--- src/rtl/input_mmio_if.sv ---
// CPU data-bus view of the input peripheral: load/store strobes, address, and the
// combinational read path (rdata/hit) returned to the core.
interface input_mmio_if;
   logic [31:0] addr;
   logic        rd_en;
   logic        we;
   logic [31:0] wdata;
   logic [31:0] rdata;
   logic        hit;

   modport master (output addr, rd_en, we, wdata, input rdata, hit);
   modport slave  (input addr, rd_en, we, wdata, output rdata, hit);
endinterface

--- src/rtl/input_mmio.sv ---
// Memory-mapped button peripheral: 2-flop sync, per-button debounce, sticky press events.
// Optional feature macro INPUT_IRQ_EN adds the MASK register and a registered irq.
module input_mmio #(
   parameter int          N_BTN      = 4,
   parameter logic [31:0] BASE_ADDR  = 32'h0000_0400,
   parameter logic [19:0] DB_DEFAULT = 20'd500000
) (
   input  logic             clk,
   input  logic             reset,
   input  logic [N_BTN-1:0] btn_in,
   input_mmio_if.slave      bus,
   output logic             irq
);

   logic [N_BTN-1:0] s1_q, s2_q;
   logic [N_BTN-1:0] stable_q, stable_d;
   logic [19:0]      cnt_q [N_BTN];
   logic [19:0]      cnt_d [N_BTN];
   logic [N_BTN-1:0] events_q, events_d;
   logic [19:0]      t_q, t_d;
   logic [19:0]      teff_m1;
   logic [N_BTN-1:0] press;
   logic [N_BTN-1:0] mask_rd;
   logic [1:0]       offset;
   logic             rd_clr;
   logic             unused_bits;

   assign offset      = bus.addr[3:2];
   assign bus.hit     = (bus.addr[31:4] == BASE_ADDR[31:4]);
   assign rd_clr      = bus.rd_en && bus.hit && (offset == 2'd1);
   assign unused_bits = ^{bus.addr[1:0], bus.wdata};

   // A threshold of 0 behaves as 1; >= lets a lowered threshold flip a long-running count at once.
   assign teff_m1 = (t_q == 20'd0) ? 20'd0 : t_q - 20'd1;

   for (genvar gi = 0; gi < N_BTN; gi++) begin : g_btn
      logic mism, done;
      assign mism         = s2_q[gi] ^ stable_q[gi];
      assign done         = mism && (cnt_q[gi] >= teff_m1);
      assign stable_d[gi] = done ? s2_q[gi] : stable_q[gi];
      assign cnt_d[gi]    = (!mism || done) ? 20'd0 : cnt_q[gi] + 20'd1;
   end

   assign press = stable_d & ~stable_q;

   always_comb begin
      bus.rdata = 32'd0;
      if (bus.hit) begin
         case (offset)
            2'd0:    bus.rdata = {{(32-N_BTN){1'b0}}, stable_q};
            2'd1:    bus.rdata = {{(32-N_BTN){1'b0}}, events_q};
            2'd2:    bus.rdata = {12'd0, t_q};
            default: bus.rdata = {{(32-N_BTN){1'b0}}, mask_rd};
         endcase
      end
   end

   // Set wins over clear: a press on the clearing edge survives.
   assign events_d = (events_q & ~(rd_clr ? bus.rdata[N_BTN-1:0] : {N_BTN{1'b0}})) | press;
   assign t_d      = (bus.we && bus.hit && offset == 2'd2) ? bus.wdata[19:0] : t_q;

   always_ff @(posedge clk or negedge reset) begin
      if (!reset) begin
         s1_q     <= '0;
         s2_q     <= '0;
         stable_q <= '0;
         events_q <= '0;
         t_q      <= DB_DEFAULT;
         for (int i = 0; i < N_BTN; i++) cnt_q[i] <= 20'd0;
      end else begin
         s1_q     <= btn_in;
         s2_q     <= s1_q;
         stable_q <= stable_d;
         events_q <= events_d;
         t_q      <= t_d;
         for (int i = 0; i < N_BTN; i++) cnt_q[i] <= cnt_d[i];
      end
   end

`ifdef INPUT_IRQ_EN
   logic [N_BTN-1:0] mask_q;
   logic             irq_q;

   always_ff @(posedge clk or negedge reset) begin
      if (!reset) begin
         mask_q <= '0;
         irq_q  <= 1'b0;
      end else begin
         if (bus.we && bus.hit && offset == 2'd3) mask_q <= bus.wdata[N_BTN-1:0];
         irq_q <= |(events_d & mask_q);
      end
   end

   assign mask_rd = mask_q;
   assign irq     = irq_q;
`else
   assign mask_rd = '0;
   assign irq     = 1'b0;
`endif

endmodule

--- src/flat_wrapper.sv ---
// flat-port wrapper written by rule: the top's interface ports become plain ports
module input_mmio_flat 
#(
   parameter int          N_BTN      = 4,
   parameter logic [31:0] BASE_ADDR  = 32'h0000_0400,
   parameter logic [19:0] DB_DEFAULT = 20'd500000
)
  (clk, reset, btn_in, irq, bus_addr, bus_rd_en, bus_we, bus_wdata, bus_rdata, bus_hit);
  input_mmio_if bus_i ();
  input  logic clk;
  input  logic reset;
  input  logic [N_BTN-1:0] btn_in;
  output logic irq;
  input wire logic [$bits(bus_i.addr)-1:0] bus_addr;
  input wire logic [$bits(bus_i.rd_en)-1:0] bus_rd_en;
  input wire logic [$bits(bus_i.we)-1:0] bus_we;
  input wire logic [$bits(bus_i.wdata)-1:0] bus_wdata;
  output wire logic [$bits(bus_i.rdata)-1:0] bus_rdata;
  output wire logic [$bits(bus_i.hit)-1:0] bus_hit;
  assign bus_i.addr = bus_addr;
  assign bus_i.rd_en = bus_rd_en;
  assign bus_i.we = bus_we;
  assign bus_i.wdata = bus_wdata;
  assign bus_rdata = bus_i.rdata;
  assign bus_hit = bus_i.hit;
  input_mmio #(.N_BTN(N_BTN), .BASE_ADDR(BASE_ADDR), .DB_DEFAULT(DB_DEFAULT)) u_core (.clk(clk), .reset(reset), .btn_in(btn_in), .bus(bus_i), .irq(irq));
endmodule
--- config.mk ---
export PLATFORM = sky130hd
export DESIGN_NAME = input_mmio_flat
export DESIGN_NICKNAME = d
export VERILOG_FILES = /design/src/rtl/input_mmio_if.sv /design/src/rtl/input_mmio.sv /design/src/flat_wrapper.sv
export SDC_FILE = /design/constraint.sdc
export NUM_CORES = 1
export LEC_CHECK = 0
export ABC_AREA = 1
export BUFFER_PORTS_ARGS = -buffer_cell sky130_fd_sc_hd__buf_2
export CORE_MARGIN = 2
export CORE_UTILIZATION = 56
export CTS_BUF_LIST = sky130_fd_sc_hd__clkbuf_8
export DETAILED_ROUTE_END_ITERATION = 8
export PLACE_DENSITY_LB_ADDON = 0.1
export SYNTH_ARGS = -nofsm -noshare
export SYNTH_HDL_FRONTEND = slang
export SYNTH_SLANG_ARGS = --single-unit
--- constraint.sdc ---
create_clock -name clk -period 3.25 [get_ports clk]
set_input_delay 0.1625 -clock clk [delete_from_list [all_inputs] [get_ports clk]]
set_output_delay 0.1625 -clock clk [all_outputs]
set_load 0.01 [all_outputs]
== After elaboration in Yosys (flattened, before gate mapping) ==
Cells that the tools add are included.

* Bits of input ports: 72
* Output and inout port bits: 34
* Register bits: 116
* Logic and storage cells: 60

* Bitwise gates (word level): 9
* $add $sub $neg: 5
* Multiplexer cells: 12
* Order comparisons: 4
* Reductions and logical operators: 18
* Equal/unequal tests: 3

{| class="wikitable"
|+ Operators by type and width
! kind !! number
|-
| 2-to-1 mux 20 bit || 6
|-
| adder 20 x 1 -> 20 bit, second input constant || 4
|-
| >= comparator 20 bit || 4
|-
| one-hot mux 20 bit (3 select lines) || 1
|-
| == test 28 x 7 -> 1 bit, second input constant || 1
|-
| zero test 20 bit || 1
|-
| subtractor 20 x 1 -> 20 bit, second input constant || 1
|-
| bitwise AND 4 bit || 2
|-
| logical AND 1 bit || 8
|-
| NOT 4 bit || 2
|-
| zero test 1 bit || 4
|-
| logical OR 1 bit || 4
|-
| 2-to-1 mux 1 bit || 4
|-
| 2-to-1 mux 4 bit || 1
|-
| OR 4 bit || 1
|-
| bitwise XOR 1 bit || 4
|-
| == test 2 x 1 -> 1 bit, second input constant || 1
|-
| == test 2 bit, second input constant || 1
|-
| zero test 2 bit || 1
|}

== Longest topological paths before layout ==
Gate-level depths: netlist (run 1).

* Word-level depth: 7
* Mapped depth: 22
* Gate-level depth less buffers: 22

== Worst setup path after synthesis (run 1) ==
OpenSTA, ideal clock, no wires.

* Path type: register -> register
* Start: register u_core.t_q[0]
* End: register u_core.cnt_q[40] (netlist name)
* Required time: 3.126 ns
* Arrival time: 2.505 ns
* Buffers on the path: 1
* Library setup time: 0.124 ns
* Stages on the path, launching flop included: 19
* Period minus slack after synthesis: 2.628 ns
* Path slack: 0.622 ns
* Cell sequence: dfrtp_1 -> inv_1 -> ha_1 -> nand2_1 -> inv_2 -> nand3_4 -> inv_1 -> nand2_1 -> o21ai_0 -> nand3_1 -> ha_1 -> nand2_1 -> nor2_1 -> nor3b_2 -> and2b_1 -> nand2_1 -> nand3_1 -> buf_6 -> nor2_1

{| class="wikitable"
|+ RTL lines
! item !! line !! RTL
|-
| start, declared || input_mmio.sv:20 || <nowiki>logic [19:0] t_q, t_d;</nowiki>
|-
| start signal, assigned || input_mmio.sv:75 || <nowiki>t_q <= t_d;</nowiki>
|-
| end, declared || input_mmio.sv:17 || <nowiki>logic [19:0] cnt_q [N_BTN];</nowiki>
|}

==> results of run 1 <==
## registers in the layout, summed over array words and instances (netlist names)
signal,count
u_core.s1_q,4
u_core.cnt_q,80
u_core.s2_q,4
u_core.t_q,20
u_core.events_q,4
u_core.stable_q,4
## power groups by stage
| stage | clock [uW] | sequential, uW | combinational, uW |
|---|---|---|---|
| after floorplan | 0 | 1480 | 52.3 |
| after global placement | 0 | 1490 | 113 |
| after detailed placement | 0 | 1490 | 114 |
| after CTS | 1430 | 1460 | 137 |
| after global routing | 1500 | 1460 | 154 |
| final | 1410 | 1460 | 135 |
## cells in the mapped netlist (6+ instances only)
| library cell | instances | area share [%] |
|---|---|---|
| dfstp_2 | 7 | 2.1 |
| o21ai_0 | 10 | 0.57 |
| buf_2 | 6 | 0.34 |
| o21ai_2 | 20 | 2.0 |
| nand4_1 | 23 | 1.6 |
| xor2_1 | 41 | 4.1 |
| inv_1 | 145 | 6.2 |
| nand3b_1 | 6 | 0.52 |
| nor2_4 | 8 | 1.0 |
| nor3_2 | 12 | 1.4 |
| xnor2_1 | 21 | 2.1 |
| nand3_1 | 64 | 3.7 |
| nor2_1 | 180 | 7.7 |
| nand2_2 | 9 | 0.64 |
| a21oi_1 | 16 | 0.92 |
| buf_4 | 15 | 1.3 |
| ha_1 | 85 | 12 |
| nand2_1 | 307 | 13 |
| dfrtp_1 | 109 | 31 |
| nor2_2 | 11 | 0.79 |
| buf_6 | 8 | 1.0 |
| nor3_1 | 18 | 1.0 |
| nand3_2 | 11 | 1.3 |
## cell type report
cell class | instances | area share, %
Tap cell | 188 | 2.33
Multi-Input combinational cell | 880 | 50.8
Clock inverter | 14 | 1.61
Sequential cell | 116 | 28.8
Timing Repair Buffer | 123 | 8.42
Inverter | 150 | 5.57
Clock buffer | 18 | 2.45
## repair_timing
action,4_1_cts,5_1_grt
endpoints found under the hold margin,85,0
hold buffers,25,0
buffers inserted,0,2
gates resized for setup,0,16
endpoints found under the setup margin,0,83
## logic make-up after synthesis
| kind of cell | share of synthesized area [%] |
|---|---|
| other | 0.0430 |
| AND/OR/NAND/NOR | 34.4 |
| AO/OA/AOI/OAI | 4.59 |
| buffers and inverters | 9.17 |
| flip-flops | 33.4 |
| XOR/XNOR | 6.22 |
| adder cells (fa/ha/maj) | 12.2 |
## worst register-to-register path, delay by kind of cell (launching register included)
family / cells / cell delay, ns
flip-flops: 1 / 0.41
buffers and inverters: 4 / 0.55
AND/OR/NAND/NOR: 13 / 1.27
AO/OA/AOI/OAI: 1 / 0.22
adder cells (fa/ha/maj): 2 / 0.47
## through the flow
stage	hold slack (ns)	utilization [%]	power, uW	setup slack [ns]	cell area, um^2
after detailed placement	0.273	61.5	1600	0.113	9350
final	0.190	66.5	3000	0.275	10100
after global placement	0.271	61.5	1600	0.188	9350
after CTS	0.183	65.9	3030	0.0987	10000
after global routing	0.216	66.5	3120	0.0151	10100
after floorplan	-0.133	-	1540	0.622	8770
## final timing paths
check                                     end  slack, ns  cells after the start
setup / recovery             u_core.cnt_q[67]       0.28                     20
hold / removal             u_core.events_q[1]       0.19                      7
setup reg to reg             u_core.cnt_q[67]       0.28                     20
hold reg to reg                u_core.s2_q[0]       0.35                      0
max in group asynchronous       u_core.t_q[5]       2.04                      3
min in group asynchronous    u_core.cnt_q[24]       0.36                      2
## per-layer routing
| layer | global-route usage [%] | part of all wire, % | vias up |
|---|---|---|---|
| met2 | 45.4 | 48 | 206 |
| met1 | 34.4 | 44 | 3444 |
| li1 | - | - | 3913 |
| met5 | 0 | 0 | - |
| met4 | 7.67 | 1.9 | 0 |
| met3 | 5.90 | 6.0 | 29 |
## placed cells by master (no fill, tap or decap), types with 13 or more instances in the layout
master         count
nand2_1          306
nor2_1           179
inv_1            144
dfrtp_1          109
ha_1              84
buf_2             77
nand3_1           59
xor2_1            41
dlygate4sd3_1     25
nand4_1           23
xnor2_1           21
o21ai_2           20
clkbuf_8          18
nor3_1            17
nand3_2           16
a21oi_1           16
buf_4             16
nor3_2            13
conb_1            13
==> metrics.md, run 1 <==
| Metric | Value |
|---|---|
| Outcome | `finished clean` |
| Wire length of the first global-routing pass | `34,600 um` |
| Worst hold path startpoint | `bus_addr[28]` |
| Starting density of the core | `57.4%` |
| Remaining DRCs | `0` |
| CORE AREA | `15,200 um^2` |
| Initial antenna violation count | `0` |
| Count of pins over their slew limit | `0` |
| # setup viols final | `0` |
| P&R area growth vs syn | `15.8%` |
| Maximum number of pins on one net before global-route repair | `64` |
| Max cap viols | `0` |
| Post-Place Cells | `1,429` |
| Leak pwr | `0.00493 uW` |
| Total net switching power | `722 uW` |
| CTS tree | `yes` |
| Switching share of total power | `24.1%` |
| Total CTS buffers | `17` |
| Clock sink total | `116` |
| Synth cell types | `42` |
| Skew final | `0.0164 ns` |
| Sequence of cells on the critical path | `inv_1, ha_1, nand2_1, inv_2, nand3_4, nor2_4, nand4_4, buf_4, nand3_2, ha_1, nand2_1, nand2_1, nand2_1, nand2_1, nand2_1, nand2_1, a21oi_1, nand3_1, buf_12, nor2_1` |
| Internal power component | `2280 uW` |
| Most frequent cell on the critical path | `nand2_1` |
| Critical path origin | `u_core.t_q[1]` |
| Largest delay share family, worst path | `simple AND/OR/NAND/NOR gates` |
| Sequential cell area fraction in the yosys report | `33.4%` |
| Vias after detailed routing | `7,592` |
| Antenna-violating nets left | `0` |
| Sum of overflow across all layers after global routing | `0` |
| Critical path startpoint category | `flip-flop` |
| Cell type of the slowest stage on the worst timing path | `dfrtp_1` |
| Share of flip-flops with an asynchronous set or reset after synthesis | `100%` |
| DRT Pass-1 Iters | `5` |
| Buffering stage count on the worst path with inverters included | `4` |
| Final min period | `2.97 ns` |
| Total number of placement rows | `45` |
| Antenna diodes | `0` |
| Kind of end point of the critical path | `flip-flop` |
| Fraction of final layout cells with drive strength greater than 1 | `17.9%` |
| Io pins | `106` |
| Tcrit/Tclk final | `91.5%` |
| Routed WL per cell | `14.1 um` |
| Slowest Stage Delay on Critical Path | `0.41 ns` |
| Number of buffers on the longest clock path | `2` |
| Chip height | `129 um` |
| Sequential cell fraction of total power | `48.6%` |
| Maximum achievable frequency | `336 MHz` |
| Htree depth | `4` |
| CTS root buffer | `clkbuf_8` |
| Die outline width | `129 um` |
| Count of buffers inserted at the top-level ports | `78` |
| Clock edge transition at the registers on the reported setup and hold paths | `0.08 ns` |
| Non-filler cells, final | `1,489` |
| Class of the tightest hold or removal check | `primary input to flip-flop` |
| Tot GR Track Use | `26.8%` |
| Power density of the placed cells | `297 nW/um^2` |
| Routed wire length | `21,000 um` |
| Register cell area after layout | `2910 um^2` |
| Total number of yosys warnings | `0` |
| Multi-input gate area in the final layout | `5140 um^2` |
| Source-to-sink clock delay at the later pin of the worst-skew pair | `0.46 ns` |
| Clk pwr share | `46.9%` |
| Share of total power in combinational logic | `4.5%` |
| Register bit total from synthesis | `116` |
| Filler cell count | `1,316` |
| Critical R2R Launch | `u_core.t_q[1]` |
| DR vias/cell | `5.10` |
| Slew HR | `44.1%` |
| Critical path required time | `3.63 ns` |
| Setup repair after global routing missed its margin | `no` |
| Number of synthesized flops with an enable pin | `0` |
| Placer congestion estimate | `0.888` |
| Slew @ Worst Pin | `0.839 ns` |
| Summed negative setup slack over all endpoints | `0 ns` |
| Via count of the first global-routing pass | `7,228` |
| Worst supply voltage drop on vdd | `241 uV` |
| Avg Cell Area, Syn | `7.51 um^2` |
| Worst Setup Path Type | `flip-flop to flip-flop` |
| Count of mapped cells out of synthesis | `1,163` |
| First-iteration detailed-routing DRC count | `443` |
| Arrival time reported for the critical path endpoint | `3.36 ns` |
| Maximum fanout along the worst path | `20` |
| Placed wire-length estimate | `15,700 um` |
| DIE AREA | `16,600 um^2` |
| Post-Syn Area | `8730 um^2` |
| Nets@finish | `1,445` |
| Fin. Hold Viols | `0` |
| Synth Flop Type | `dfrtp_1` |
Power figures use the tool's default switching activity.
==> run 2: changes to the inputs <==
- CORE_UTILIZATION: 56 -> 55
==> metrics.md, run 2 (synthesized netlist as in run 1, its figures left out) <==
| Metric | Value |
|---|---|
| Critical path origin | `u_core.t_q[2] (was u_core.t_q[1])` |
| Clock edge transition at the registers on the reported setup and hold paths | `0.08 ns (about the same)` |
| Class of the tightest hold or removal check | `primary input to flip-flop (unchanged)` |
| Remaining DRCs | `0 (unchanged)` |
| Registers with the highest flip-flop counts | `u_core.cnt_q: 80 flops, u_core.t_q: 20 flops (unchanged)` |
| Placed wire-length estimate | `15,700 um (about the same)` |
| Source-to-sink clock delay at the later pin of the worst-skew pair | `0.45 ns (was 0.46 ns)` |
| CTS tree | `yes (unchanged)` |
| P&R area growth vs syn | `17.6% (was 15.8%)` |
| Outcome | `finished clean (unchanged)` |
| Maximum fanout along the worst path | `12 (was 20)` |
| Routed WL per cell | `14.1 um (about the same)` |
| Antenna diodes | `0 (unchanged)` |
| Io pins | `106 (unchanged)` |
| CORE AREA | `15,700 um^2 (was 15,200 um^2)` |
| Critical path startpoint category | `flip-flop (unchanged)` |
| Maximum number of pins on one net before global-route repair | `69 (was 64)` |
| Worst supply voltage drop on vdd | `251 uV (was 241 uV)` |
| Slew HR | `53.6% (was 44.1%)` |
| Register cell area after layout | `2910 um^2 (about the same)` |
| Total number of placement rows | `46 (was 45)` |
| Total CTS buffers | `17 (unchanged)` |
| Slowest Stage Delay on Critical Path | `0.45 ns (was 0.41 ns)` |
| CTS root buffer | `clkbuf_8 (unchanged)` |
| Tot GR Track Use | `26.8% (about the same)` |
| Worst Setup Path Type | `flip-flop to flip-flop (unchanged)` |
| Cell type of the slowest stage on the worst timing path | `dfrtp_2 (was dfrtp_1)` |
| Leak pwr | `0.00501 uW (was 0.00493 uW)` |
| Summed negative setup slack over all endpoints | `0 ns (unchanged)` |
| Kind of end point of the critical path | `flip-flop (unchanged)` |
| Count of buffers inserted at the top-level ports | `78 (unchanged)` |
| Htree depth | `4 (unchanged)` |
| Buffering stage count on the worst path with inverters included | `2 (was 4)` |
| Worst hold path startpoint | `bus_addr[28] (unchanged)` |
| Critical R2R Launch | `u_core.t_q[2] (was u_core.t_q[1])` |
| Number of buffers on the longest clock path | `2 (unchanged)` |
| Commonest non-fill, non-tap cell in the layout | `nand2_1 (unchanged)` |
| Skew final | `0.0154 ns (was 0.0164 ns)` |
| Chip height | `130 um (was 129 um)` |
| Number of flip-flops under the largest register name | `80 (unchanged)` |
| Fin. Hold Viols | `0 (unchanged)` |
| # setup viols final | `0 (unchanged)` |
| DRT Pass-1 Iters | `7 (was 5)` |
| Fin util | `65.4% (was 66.5%)` |
| Arrival time reported for the critical path endpoint | `3.38 ns (was 3.36 ns)` |
| Initial antenna violation count | `0 (unchanged)` |
| Final min period | `3.04 ns (was 2.97 ns)` |
| Vias after detailed routing | `7,670 (was 7,592)` |
| Wire length of the first global-routing pass | `34,700 um (was 34,600 um)` |
| DR vias/cell | `5.03 (was 5.10)` |
| Overall Power | `3120 uW (was 3000 uW)` |
| Slew @ Worst Pin | `0.695 ns (was 0.839 ns)` |
| Maximum achievable frequency | `329 MHz (was 336 MHz)` |
| Critical path required time | `3.59 ns (was 3.63 ns)` |
| Power density of the placed cells | `304 nW/um^2 (was 297 nW/um^2)` |
| Sequence of cells on the critical path | `nor2_2, nand2_1, nor2_2, nand2_2, nor2_4, nand2_2, o21ai_1, nand3_1, buf_4, ha_1, nand2_1, nor2_2, nor3b_4, nor2b_2, nand2_1, nand3_2, buf_6, nor2_1 (was inv_1, ha_1, nand2_1, inv_2, nand3_4, nor2_4, nand4_4, buf_4, nand3_2, ha_1, nand2_1, nand2_1, nand2_1, nand2_1, nand2_1, nand2_1, a21oi_1, nand3_1, buf_12, nor2_1)` |
| First-iteration detailed-routing DRC count | `489 (was 443)` |
| Largest delay share family, worst path | `simple AND/OR/NAND/NOR gates (unchanged)` |
| Commonest cells after routing, fill and taps aside | `306 x nand2_1, 176 x nor2_1, 145 x inv_1 (was 306 x nand2_1, 179 x nor2_1, 144 x inv_1)` |
| DIE AREA | `16,900 um^2 (was 16,600 um^2)` |
| Count of pins over their slew limit | `0 (unchanged)` |
| Antenna-violating nets left | `0 (unchanged)` |
| Filler cell count | `1,387 (was 1,316)` |
| Tcrit/Tclk final | `93.5% (was 91.5%)` |
| Register with the highest flop count | `u_core.cnt_q (unchanged)` |
| Worst hold slack after final layout | `0.195 ns (was 0.190 ns)` |
| Fraction of final layout cells with drive strength greater than 1 | `18.7% (was 17.9%)` |
| Clock sink total | `116 (unchanged)` |
| Max cap viols | `0 (unchanged)` |
| Area of all placed cells without fillers | `10,300 um^2 (was 10,100 um^2)` |
| Placer congestion estimate | `0.874 (was 0.888)` |
| Routed wire length | `21,600 um (was 21,000 um)` |
| Multi-input gate area in the final layout | `5120 um^2 (was 5140 um^2)` |
| Total cell area at the placement stage | `9430 um^2 (was 9350 um^2)` |
| Starting density of the core | `55.6% (was 57.4%)` |
| Die outline width | `130 um (was 129 um)` |
| Nets@finish | `1,454 (was 1,445)` |
| Sum of overflow across all layers after global routing | `0 (unchanged)` |
| Via count of the first global-routing pass | `7,087 (was 7,228)` |
==> run 2: timing repair <==
item                       CTS  global route
hold endpoints to repair    72             0
hold buffers                25             0
setup endpoints to repair    0            86
setup buffers                0             5
resized for setup            0            19
==> run 2: worst paths after layout <==
kind,cells after the start,slack [ns],end
setup / recovery,18,0.21,u_core.cnt_q[74]
hold / removal,7,0.19,u_core.events_q[3]
setup reg to reg,18,0.21,u_core.cnt_q[74]
hold reg to reg,0,0.35,u_core.s2_q[3]
max in group asynchronous,3,2.13,u_core.t_q[15]
min in group asynchronous,2,0.29,u_core.cnt_q[25]
==> run 2: cell type report <==
cell class | count | share of cell area [%]
Clock buffer | 19 | 2.55
Tap cell | 216 | 2.63
Clock inverter | 13 | 1.77
Sequential cell | 116 | 28.4
Inverter | 150 | 5.48
Multi-Input combinational cell | 879 | 49.9
Timing Repair Buffer | 133 | 9.31
==> run 2: worst register-to-register path, delay by kind of cell (launching register included) <==
family	cells	cell delay, ns
and+or+nand+nor	14	1.72
DFF	1	0.45
buffers and inverters	2	0.32
adders and majority gates	1	0.29
AOI/OAI and AO/OA	1	0.12
==> run 2: routing by layer <==
| metal | up-vias | part of all wire (%) | wire length [um] | GRT usage (%) |
|---|---|---|---|---|
| li1 | 3921 | - | - | - |
| met1 | 3491 | 46 | 9850 | 35.2 |
| met2 | 226 | 46 | 9930 | 43.1 |
| met3 | 32 | 5.7 | 1240 | 6.36 |
| met4 | 0 | 2.5 | 548 | 9.87 |
| met5 | - | 0 | 0 | 0 |
==> run 2: through the flow <==
stage	setup slack (ns)	instances
2_1_floorplan	0.622	1175
3_3_place_gp	0.178	1463
3_5_place_dp	0.103	1463
4_1_cts	0.0823	1520
5_1_grt	-0.0621	1526
6_report	0.210	1526
==> run 2: power by group <==
group / switching, uW / total (uW) / internal, uW
logic: 78.0 / 136 / 58.5
registers: 7.41 / 1460 / 1450
clock network: 653 / 1530 / 873
==> run 3: changes to the inputs <==
- CORE_MARGIN: 2 -> unset
==> metrics.md, run 3 (synthesized netlist as in run 1, its figures left out) <==
| Metric | Value |
|---|---|
| Outcome | `finished clean (unchanged)` |
| Number of flip-flops under the largest register name | `80 (unchanged)` |
| Worst hold slack after final layout | `0.210 ns (was 0.195 ns)` |
| Filler cell count | `1,323 (was 1,387)` |
| Placed wire-length estimate | `15,000 um (was 15,700 um)` |
| Class of the tightest hold or removal check | `primary input to flip-flop (unchanged)` |
| Commonest cells after routing, fill and taps aside | `305 x nand2_1, 178 x nor2_1, 144 x inv_1 (was 306 x nand2_1, 176 x nor2_1, 145 x inv_1)` |
| Placer congestion estimate | `0.875 (was 0.874)` |
| Slew HR | `41.0% (was 53.6%)` |
| Sequence of cells on the critical path | `inv_1, ha_1, nand2_1, inv_2, nand3_4, nor2_4, nand4_4, nand3_2, ha_1, nand2_1, nor2_1, nand2_1, inv_1, nand2_1, nand3_1, nor2_1, nand3_1, buf_12, nor2_1 (was nor2_2, nand2_1, nor2_2, nand2_2, nor2_4, nand2_2, o21ai_1, nand3_1, buf_4, ha_1, nand2_1, nor2_2, nor3b_4, nor2b_2, nand2_1, nand3_2, buf_6, nor2_1)` |
| Fin. Hold Viols | `0 (unchanged)` |
| Worst Setup Path Type | `flip-flop to flip-flop (unchanged)` |
| Via count of the first global-routing pass | `6,847 (was 7,087)` |
| Power density of the placed cells | `311 nW/um^2 (was 304 nW/um^2)` |
| Worst supply voltage drop on vdd | `263 uV (was 251 uV)` |
| P&R area growth vs syn | `16.8% (was 17.6%)` |
| Non-filler cells, final | `1,504 (was 1,526)` |
| Slew @ Worst Pin | `0.885 ns (was 0.695 ns)` |
| Wire length of the first global-routing pass | `33,700 um (was 34,700 um)` |
| Initial antenna violation count | `0 (unchanged)` |
| Io pins | `106 (unchanged)` |
| CORE AREA | `15,400 um^2 (was 15,700 um^2)` |
| Routed wire length | `20,400 um (was 21,600 um)` |
| Total CTS buffers | `17 (unchanged)` |
| Worst reg2reg setup slack | `0.26 ns (was 0.21 ns)` |
| Commonest non-fill, non-tap cell in the layout | `nand2_1 (unchanged)` |
| Tot GR Track Use | `26.8% (about the same)` |
| Slowest Stage Delay on Critical Path | `0.41 ns (was 0.45 ns)` |
| Htree depth | `4 (unchanged)` |
| CTS root buffer | `clkbuf_8 (unchanged)` |
| Maximum number of pins on one net before global-route repair | `68 (was 69)` |
| Buffering stage count on the worst path with inverters included | `4 (was 2)` |
| Routed WL per cell | `13.6 um (was 14.1 um)` |
| Fraction of final layout cells with drive strength greater than 1 | `17.7% (was 18.7%)` |
| Count of buffers inserted at the top-level ports | `78 (unchanged)` |
| Remaining DRCs | `0 (unchanged)` |
| Leak pwr | `0.00495 uW (was 0.00501 uW)` |
| Sum of overflow across all layers after global routing | `0 (unchanged)` |
| Vias after detailed routing | `7,575 (was 7,670)` |
| Multi-input gate area in the final layout | `5190 um^2 (was 5120 um^2)` |
| Registers with the highest flip-flop counts | `u_core.cnt_q: 80 flops, u_core.t_q: 20 flops (unchanged)` |
| Antenna-violating nets left | `0 (unchanged)` |
| # setup viols final | `0 (unchanged)` |
| Max cap viols | `0 (unchanged)` |
| Number of buffers on the longest clock path | `2 (unchanged)` |
| Die outline width | `128 um (was 130 um)` |
| Tcrit/Tclk final | `91.9% (was 93.5%)` |
| Skew final | `0.0118 ns (was 0.0154 ns)` |
| DRT Pass-1 Iters | `5 (was 7)` |
| Final min period | `2.99 ns (was 3.04 ns)` |
| First-iteration detailed-routing DRC count | `469 (was 489)` |
| Largest delay share family, worst path | `simple AND/OR/NAND/NOR gates (unchanged)` |
| Source-to-sink clock delay at the later pin of the worst-skew pair | `0.45 ns (about the same)` |
| CTS tree | `yes (unchanged)` |
| Nets@finish | `1,437 (was 1,454)` |
| Total cell area at the placement stage | `9320 um^2 (was 9430 um^2)` |
| Antenna diodes | `0 (unchanged)` |
| Maximum fanout along the worst path | `20 (was 12)` |
| Clock edge transition at the registers on the reported setup and hold paths | `0.07 ns (was 0.08 ns)` |
| Critical path startpoint category | `flip-flop (unchanged)` |
| Starting density of the core | `56.8% (was 55.6%)` |
| Cell type of the slowest stage on the worst timing path | `dfrtp_1 (was dfrtp_2)` |
| Critical path required time | `3.61 ns (was 3.59 ns)` |
| Fin util | `66.3% (was 65.4%)` |
| Kind of end point of the critical path | `flip-flop (unchanged)` |
| Register with the highest flop count | `u_core.cnt_q (unchanged)` |
| Arrival time reported for the critical path endpoint | `3.35 ns (was 3.38 ns)` |
| Chip height | `128 um (was 130 um)` |
| Count of pins over their slew limit | `0 (unchanged)` |
| Total number of placement rows | `45 (was 46)` |
| Area of all placed cells without fillers | `10,200 um^2 (was 10,300 um^2)` |
| Clock sink total | `116 (unchanged)` |
| Register cell area after layout | `2910 um^2 (about the same)` |
| Post-Place Cells | `1,443 (was 1,463)` |
| DR vias/cell | `5.04 (was 5.03)` |
| Most frequent cell on the critical path | `nand2_1` |
| DIE AREA | `16,400 um^2 (was 16,900 um^2)` |
| Maximum achievable frequency | `335 MHz (was 329 MHz)` |
[run 3: cell count changes in the layout (fill, tap and decap cells not counted), sizes merged]
cell	previous run	this run
nand4	24	25
buf	107	90
clkinvlp	2	4
bufinv	4	5
clkbuf	20	19
inv	150	151
clkinv	7	3
[run 3: cell type report]
class	instances	area share, %
Multi-Input combinational cell	880	50.9
Sequential cell	116	28.6
Timing Repair Buffer	115	7.84
Inverter	150	5.52
Tap cell	211	2.59
Clock buffer	19	2.57
Clock inverter	13	2.03
[run 3: final timing paths]
path	start	to	cells past startpoint
setup reg to reg	u_core.t_q[1]	u_core.cnt_q[30]	19
setup / recovery	u_core.t_q[1]	u_core.cnt_q[30]	19
min in group asynchronous	reset	u_core.cnt_q[30]	2
hold reg to reg	u_core.s1_q[3]	u_core.s2_q[3]	0
max in group asynchronous	reset	u_core.t_q[15]	3
hold / removal	bus_addr[28]	u_core.events_q[3]	7
[run 3: tightest hold or removal path, delay by kind of cell]
kind	cells	cell delay (ns)
buffers and inverters	1	0.07
AND/OR/NAND/NOR	6	0.38
[run 3: through the flow]
| stage | power [uW] | TNS, ns | setup WS (ns) |
|---|---|---|---|
| 2_1_floorplan | 1540 | 0 | 0.622 |
| 3_3_place_gp | 1600 | 0 | 0.186 |
| 3_5_place_dp | 1600 | 0 | 0.118 |
| 4_1_cts | 3210 | 0 | 0.0981 |
| 5_1_grt | 3280 | -0.00520 | -0.00520 |
| 6_report | 3170 | 0 | 0.262 |
[run 3: what timing repair did]
| item | 4_1_cts | 5_1_grt |
|---|---|---|
| setup buffers | 0 | 3 |
| resized for setup | 0 | 28 |
| hold buffers | 25 | 0 |
| endpoints found under the hold margin | 85 | 0 |
| endpoints found under the setup margin | 0 | 83 |
[run 3: report_power, final]
| group | internal, uW | switching (uW) |
|---|---|---|
| sequential | 1450 | 6.84 |
| clock | 951 | 623 |
| combinational | 58.4 | 75.1 |
[run 3: metal layers]
layer	track usage (%)	routed length (um)	part of all wire (%)
met1	35.7	9510	47
met2	42.7	9360	46
met3	5.84	1100	5.4
met4	9.90	461	2.3
met5	0	0	0
